==> src/rtl/param_mem_loader.sv <==
// param_mem_loader: framed byte-stream loader for the shared parameter RAM.
// Parses SYNC/address/length header, writes payload, checks range and checksum.
module param_mem_loader #(
    parameter int         ADDR_WIDTH = 14,
    parameter int         MEM_DEPTH  = 13514,
    parameter logic [7:0] SYNC_BYTE  = 8'hA5
) (
    input  logic                  clk,
    input  logic                  rst,
    input  logic [7:0]            in_data,
    input  logic                  in_valid,
    output logic                  in_ready,
    input  logic                  mem_lock,
    output logic                  mem_wr_en,
    output logic [ADDR_WIDTH-1:0] mem_wr_addr,
    output logic [7:0]            mem_wr_data,
    output logic                  busy,
    output logic                  done,
    output logic [1:0]            status
);

    typedef enum logic [3:0] {
        S_IDLE,
        S_ADDR_HI,
        S_ADDR_LO,
        S_LEN_HI,
        S_LEN_LO,
        S_CHECK,
        S_PAYLOAD,
        S_CHECKSUM,
        S_DISCARD,
        S_REPORT
    } state_t;

    state_t                state;
    logic [7:0]            hi_byte;
    logic [ADDR_WIDTH-1:0] start_addr;
    logic [15:0]           length;
    logic [ADDR_WIDTH-1:0] wr_ptr;
    logic [16:0]           remaining;
    logic [7:0]            sum;
    logic [16:0]           range_end;
    logic                  accept;

    // CHECK and REPORT are the two bubble states; the lock blocks every state.
    assign in_ready  = !rst && !mem_lock && (state != S_CHECK) && (state != S_REPORT);
    assign accept    = in_valid && in_ready;
    assign busy      = (state != S_IDLE);
    assign range_end = 17'(start_addr) + 17'(length);

    always_ff @(posedge clk) begin
        if (rst) begin
            state       <= S_IDLE;
            hi_byte     <= '0;
            start_addr  <= '0;
            length      <= '0;
            wr_ptr      <= '0;
            remaining   <= '0;
            sum         <= '0;
            mem_wr_en   <= 1'b0;
            mem_wr_addr <= '0;
            mem_wr_data <= '0;
            done        <= 1'b0;
            status      <= 2'd0;
        end else begin
            mem_wr_en <= 1'b0;
            done      <= 1'b0;
            case (state)
                S_IDLE: begin
                    if (accept && in_data == SYNC_BYTE) begin
                        sum       <= '0;
                        remaining <= '0;
                        state     <= S_ADDR_HI;
                    end
                end
                S_ADDR_HI: begin
                    if (accept) begin
                        hi_byte <= in_data;
                        state   <= S_ADDR_LO;
                    end
                end
                S_ADDR_LO: begin
                    // Only the low ADDR_WIDTH bits of the 16-bit address are kept.
                    if (accept) begin
                        start_addr <= ADDR_WIDTH'({hi_byte, in_data});
                        state      <= S_LEN_HI;
                    end
                end
                S_LEN_HI: begin
                    if (accept) begin
                        hi_byte <= in_data;
                        state   <= S_LEN_LO;
                    end
                end
                S_LEN_LO: begin
                    if (accept) begin
                        length <= {hi_byte, in_data};
                        state  <= S_CHECK;
                    end
                end
                S_CHECK: begin
                    wr_ptr <= start_addr;
                    if (range_end > 17'(MEM_DEPTH)) begin
                        remaining <= 17'(length) + 17'd1;
                        state     <= S_DISCARD;
                    end else begin
                        remaining <= 17'(length);
                        state     <= (length != 16'd0) ? S_PAYLOAD : S_CHECKSUM;
                    end
                end
                S_PAYLOAD: begin
                    if (accept) begin
                        mem_wr_en   <= 1'b1;
                        mem_wr_addr <= wr_ptr;
                        mem_wr_data <= in_data;
                        wr_ptr      <= wr_ptr + 1'b1;
                        sum         <= sum + in_data;
                        remaining   <= remaining - 17'd1;
                        if (remaining == 17'd1) begin
                            state <= S_CHECKSUM;
                        end
                    end
                end
                S_CHECKSUM: begin
                    if (accept) begin
                        status <= (in_data == sum) ? 2'd0 : 2'd1;
                        done   <= 1'b1;
                        state  <= S_REPORT;
                    end
                end
                S_DISCARD: begin
                    // Swallows the rest of a rejected frame, checksum byte included.
                    if (accept) begin
                        remaining <= remaining - 17'd1;
                        if (remaining == 17'd1) begin
                            status <= 2'd2;
                            done   <= 1'b1;
                            state  <= S_REPORT;
                        end
                    end
                end
                S_REPORT: begin
                    state <= S_IDLE;
                end
                default: begin
                    state <= S_IDLE;
                end
            endcase
        end
    end

endmodule
==> config.mk <==
export PLATFORM = sky130hd
export DESIGN_NAME = param_mem_loader
export DESIGN_NICKNAME = d
export VERILOG_FILES = /design/src/rtl/param_mem_loader.sv
export SDC_FILE = /design/constraint.sdc
export NUM_CORES = 1
export LEC_CHECK = 0
export CAP_MARGIN = 5
export CELL_PAD_IN_SITES_DETAIL_PLACEMENT = 0
export CELL_PAD_IN_SITES_GLOBAL_PLACEMENT = 1
export CORE_MARGIN = 2
export CORE_UTILIZATION = 45
export DETAILED_ROUTE_END_ITERATION = 16
export GPL_TIMING_DRIVEN = 0
export PLACE_DENSITY_LB_ADDON = 0.1
export REMOVE_ABC_BUFFERS = 1
export SLEW_MARGIN = 20
export SYNTH_ARGS = -nofsm -noshare
export SYNTH_HDL_FRONTEND = slang
export SYNTH_SLANG_ARGS = --single-unit
==> constraint.sdc <==
create_clock -name clk -period 4.7 [get_ports clk]
set_clock_uncertainty 0.2 [all_clocks]
set_input_delay 0.94 -clock clk [delete_from_list [all_inputs] [get_ports clk]]
set_output_delay 0.94 -clock clk [all_outputs]
set_load 0.005 [all_outputs]
### Word level (Yosys, flattened, before mapping)

Index checks and enable logic that the tools add are counted.

| cells by class | value |
|---|---|
| equality and inequality tests | 24 |
| bitwise operators | 1 |
| reduce and logical (&&, ||, !) cells | 26 |
| order comparisons | 1 |
| multiplexer cells | 31 |
| add/subtract/negate cells | 5 |

Operators with widths:

| kind | count |
|---|---|
| 17-bit two-way mux | 3 |
| 17-bit one-hot mux with 3 select lines | 1 |
| 4-bit two-way mux | 11 |
| 4-bit one-hot mux with 9 select lines | 1 |
| 14-bit one-hot mux with 2 select lines | 1 |
| 2-bit != test, second input constant | 10 |
| 14-bit by 16-bit adder with 17-bit output | 1 |
| 16-bit by 1-bit adder with 17-bit output, second input constant | 1 |
| 17-bit by 1-bit == test with 1-bit output, second input constant | 1 |
| 17-bit by 14-bit greater-than comparator with 1-bit output, second input constant | 1 |
| 17-bit by 1-bit subtractor with 17-bit output, second input constant | 1 |
| 4-bit by 3-bit == test with 1-bit output, second input constant | 4 |
| 8-bit two-way mux | 2 |
| 8-bit one-hot mux with 2 select lines | 1 |
| 16-bit nonzero test | 1 |
| 14-bit by 1-bit adder with 14-bit output, second input constant | 1 |
| 14-bit two-way mux | 1 |
| 10-bit AND reduction | 1 |
| 2-bit AND reduction | 5 |
| 8-bit adder | 1 |
| 4-bit by 2-bit == test with 1-bit output, second input constant | 2 |
| 8-bit == test | 1 |
| 8-bit == test, second input constant | 1 |
| 2-bit two-way mux | 3 |
| other kinds (18) | 32 |

| word-level totals | value |
|---|---|
| bits of input ports | 12 |
| register bits after elaboration | 107 |
| logic and storage cells | 100 |
| output and inout bits | 28 |

### Depth between registers and ports, before layout

| depth | value |
|---|---|
| depth after elaboration | 8 |
| mapped depth | 14 |
| mapped depth without buffers | 12 |

### Worst setup path after synthesis

No wires, ideal clock.

| path | value |
|---|---|
| path kind | reg2reg |
| start point | register length[0] |
| end point | register remaining[10] |
| path buffers | 1 |
| clock period less this slack | 3.294 ns |
| stages on the path, launching flop included | 14 |
| setup time | 0.079 ns |
| data required time | 4.421 ns |
| arrival | 3.015 ns |
| slack | 1.406 ns |
| cell sequence | dfxtp_1 ha_1 inv_1 fa_1 and2b_4 o2111ai_2 a21oi_1 nor3_1 o31ai_2 a211oi_2 a21o_2 buf_6 or4_1 o211ai_1 |

| on the way | value |
|---|---|
| longest elaborated chain between the ends | 4 |
| elaborated cells on any way between the ends | 5 |
| those cells by class | add/sub (2); order compare (1); mux (2) |

RTL lines:

| element | RTL line | source |
|---|---|---|
| from (decl) | 38 | `logic [15:0] length;` |
| from (signal assigned) | 97 | `length <= {hi_byte, in_data};` |
| 14-bit by 16-bit adder with 17-bit output | 49 | `assign range_end = 17'(start_addr) + 17'(length);` |
| 17-bit by 14-bit greater-than comparator with 1-bit output | 103 | `if (range_end > 17'(MEM_DEPTH)) begin` |
| 17-bit two-way mux * | 103 |  |
| 17-bit one-hot mux with 3 select lines * | 68 | `case (state)` |
| to (signal assigned) | 104 | `remaining <= 17'(length) + 17'd1;` |
| to (signal assigned) | 107 | `remaining <= 17'(length);` |
| to (signal assigned) | 118 | `remaining <= remaining - 17'd1;` |
| to (decl) | 40 | `logic [16:0] remaining;` |

Every way passes the cells marked *; elsewhere a longest branch is shown, timed or not.
A chain may end at the register's enable or synchronous reset.

### Worst setup path after layout

| path | value |
|---|---|
| start point | input port mem_lock |
| end point | register remaining[5] |

| on the way | value |
|---|---|
| longest elaborated chain between the ends | 8 |
| elaborated cells on any way between the ends | 9 |
| those cells by class | eq/ne (2); reduce/logical (7) |

RTL lines:

| element | RTL line | source |
|---|---|---|
| from (decl) | 13 | `input logic mem_lock,` |
| 1-bit zero test * | 46 | `assign in_ready = !rst && !mem_lock && (state != S_CHECK) && (state != S_REPORT);` |
| 1-bit logical AND * (3 in series) | 46 |  |
| 1-bit logical AND * | 47 | `assign accept = in_valid && in_ready;` |
| 1-bit logical AND | 70 | `if (accept && in_data == SYNC_BYTE) begin` |
| 2-bit != test (no line) | n/a |  |
| 3-bit AND reduction (no line) * | n/a |  |

Marked as above.

==> out/qor.txt <==
Outcome: complete, no violations
Routed wire length: 17.60 mm
Reg2Reg Launch Point: state[2]$_SDFFE_PP0P_
Hold Crit Class: reg -> reg
Worst setup margin: 0.5307 ns
Post-DR wirelength/cell: 17.32 um
WHS: 0.2516 ns
Startpoint Class: primary input
Overall routing resource usage: 23.82%
Clk sinks: 107
Clk pin slew, worst setup/hold paths: 0.07 ns
RePlAce Congestion: 0.8674
CTS tree: done
Initial antenna violation count: 0
Pleak: 2.577 nW
H-tree Lvls: 3
Post-route minimum period: 4.169 ns
Register-to-register setup slack: 0.63 ns
Comb power frac: 20.1%
Critical Path Fanout Max: 21
Dpl ws: 0.08873 ns
VDD IR max: 0.2682 mV
Worst Tran Pin Value: 1.001 ns
Post-route design area: 0.007098 mm^2
Routed vias/inst: 5.966
Yosys reg bits: 107
Post-synthesis instance total: 824
Number of flops mapped to enable cells by yosys: 0
Reg2Reg Depth: 10
Clk pwr share: 34.3%
Pwr/cell area: 313.8 mW/mm^2
Worst slew margin: 33.04%
Critical path type: in -> reg
Reg2reg end: wr_ptr[8]$_SDFFE_PP0P_
P_sw: 697.4 uW
Sw frac: 31.31%
Max-cap viol count: 0
Layout cell share with drive strength beyond 1: 4.187%
Syn Area/Cell: 7.697 um^2
Commonest non-fill, non-tap cell in the layout: nand2_1
Register area share after synthesis: 33.77%
Synth Flop Type: dfxtp_1
Crit. End Element: flip-flop
Final hold viol count: 0
Initial Utilization: 45.87%
Synth area leaders: dfxtp_1 34%, nand2_1 7.8%, a21oi_1 7.4%, ha_1 5.1%, nor2_1 4.4%
Yosys top cell area share: 33.77%
Leading area contributor after synthesis: dfxtp_1
Synth cell types: 73
CP startpoint: mem_lock
First DRT Iteration DRCs: 478
Yosys warns: 0
Sequential share of power: 45.6%
Drc violations: 0
CTS Hold Buffers Added: 0
Clock buffer depth: 2
Area of the mapped netlist: 0.006342 mm^2
Internal: 1.530 mW
Post CTS Setup Buffer Count: 0
CORE AREA: 0.01383 mm^2
Endpoints failing setup: 0
Max Slew Vio Count: 0
Max Clk Rate: 239.8 MHz
Die X: 122.7 um
FP Rows: 43
Cell Area, Placed: 0.006802 mm^2
Total die area: 0.01506 mm^2
Critical path data required time: 4.69 ns
Routed vias: 6,061
Nets@finish: 872
DRT antenna net count: 0
Clock latency on the worst-skew pair: 0.35 ns
Hold path start: mem_wr_addr[5]$_SDFFE_PP0P_
Design Power: 2.227 mW
Drt pass-1 iters: 5
First-pass GRT wire length: 28.17 mm
Vias in the first global route: 5,442
I/O pins: 40
Global route overflow: 0
Area grow syn2layout: 11.92%
Post-DP HPWL: 12.91 mm
Die Height: 122.7 um
Port Buffers: 39
Fin crit share: 88.71%
Crit path arrival time: 4.16 ns
Most frequent cells in the layout: 130 x nand2_1, 107 x dfxtp_1, 94 x a21oi_1, 74 x nor2_1, 40 x o21ai_0
Num CTS Buffers: 9
Antenna Diode Count: 0
Largest net degree at the start of global routing: 61
Setup crit end: remaining[5]$_SDFFE_PP0P_
Ys async rst share: 0%
CTS Root Cell: clkbuf_16
Unrepaired setup endpoints after global routing: no
Final Util: 51.33%
==> stage by stage <==
stage | instances | setup TNS, ns
after floorplan | 780 | 0
after global placement | 999 | -239.66
after detailed placement | 1001 | 0
after CTS | 1016 | 0
after global routing | 1016 | 0
final | 1016 | 0
==> state kept, by name, indices dropped and copies added (netlist names) <==
name / cells
hi_byte: 8
length: 16
status: 2
mem_wr_en: 1
done: 1
remaining: 17
mem_wr_addr: 14
wr_ptr: 14
start_addr: 14
state: 4
mem_wr_data: 8
sum: 8
==> worst min-delay path by stage <==
stage	endpoint	cells after the start
floorplan	length[14]$_SDFFE_PP0P_	2
global placement	mem_wr_addr[7]$_SDFFE_PP0P_	2
detailed placement	mem_wr_data[6]$_SDFFE_PP0P_	2
CTS	mem_wr_data[6]$_SDFFE_PP0P_	2
global route	mem_wr_addr[9]$_SDFFE_PP0P_	2
finish	mem_wr_addr[5]$_SDFFE_PP0P_	2
==> synth_stat cells (7+ instances only) <==
library cell  count
a211oi_1         15
a21o_1            9
a21oi_1          94
and3_1           14
clkbuf_1         34
dfxtp_1         107
ha_1             26
inv_1            17
mux2i_1          23
nand2_1         131
nand3_1          35
nand4_1           9
nor2_1           75
nor3_1           25
nor4_1           15
o211ai_1          8
o21ai_0          40
o22ai_1           7
or3_1             8
or4_1             7
xnor2_1          15
==> area by class of cell <==
| type | instances | area (um^2) |
|---|---|---|
| Clock buffer | 12 | 246.5 |
| Clock inverter | 3 | 47.55 |
| Fill cell | 1359 | 6729 |
| Inverter | 19 | 71.32 |
| Multi-Input combinational cell | 654 | 3939 |
| Sequential cell | 107 | 2142 |
| Tap cell | 180 | 225.2 |
| Timing Repair Buffer | 41 | 426.7 |
==> critical path, stage by stage <==
cell and delay [ns]:
clkdlybuf4s50_1 0.47, a2111oi_4 0.62, nand3_1 0.25, o31ai_1 0.39
a22oi_1 0.14, o22ai_2 0.65, a21boi_0 0.18, o21ai_0 0.29
o311ai_0 0.22
==> per-layer routing <==
layer	share of wire, %	up-vias	track usage, %
li1	-	3020	-
met1	49	2868	33.32
met2	45	152	37.15
met3	4.8	21	4.740
met4	1.9	0	6.681
met5	0	-	0
==> power groups by stage <==
| stage | combinational (mW) | clock, mW | sequential (mW) |
|---|---|---|---|
| after floorplan | 0.301 | 0 | 1.01 |
| after global placement | 0.427 | 0 | 1.03 |
| after detailed placement | 0.439 | 0 | 1.03 |
| after CTS | 0.441 | 0.780 | 1.01 |
| after global routing | 0.503 | 0.812 | 1.02 |
| final | 0.447 | 0.764 | 1.02 |
==> cell families (layout without fill, tap and decap cells) <==
| group | count (synthesis) | in the layout | share of synthesized area (%) |
|---|---|---|---|
| buffers and inverters | 63 | 75 | 4.300 |
| AO/OA/AOI/OAI | 242 | 242 | 25.09 |
| flip-flops | 107 | 107 | 33.77 |
| AND/OR/NAND/NOR | 343 | 343 | 24.96 |
| XOR/XNOR | 18 | 18 | 2.486 |
| adder cells (fa/ha/maj) | 28 | 28 | 5.760 |
| multiplexers | 23 | 23 | 3.630 |
==> what timing repair did <==
item / 4_1_cts / 5_1_grt
hold endpoints to repair: 0 / 0
setup endpoints to repair: 0 / 8
resized for setup: 0 / 1
No activity file was read; power rests on OpenSTA's default activity.
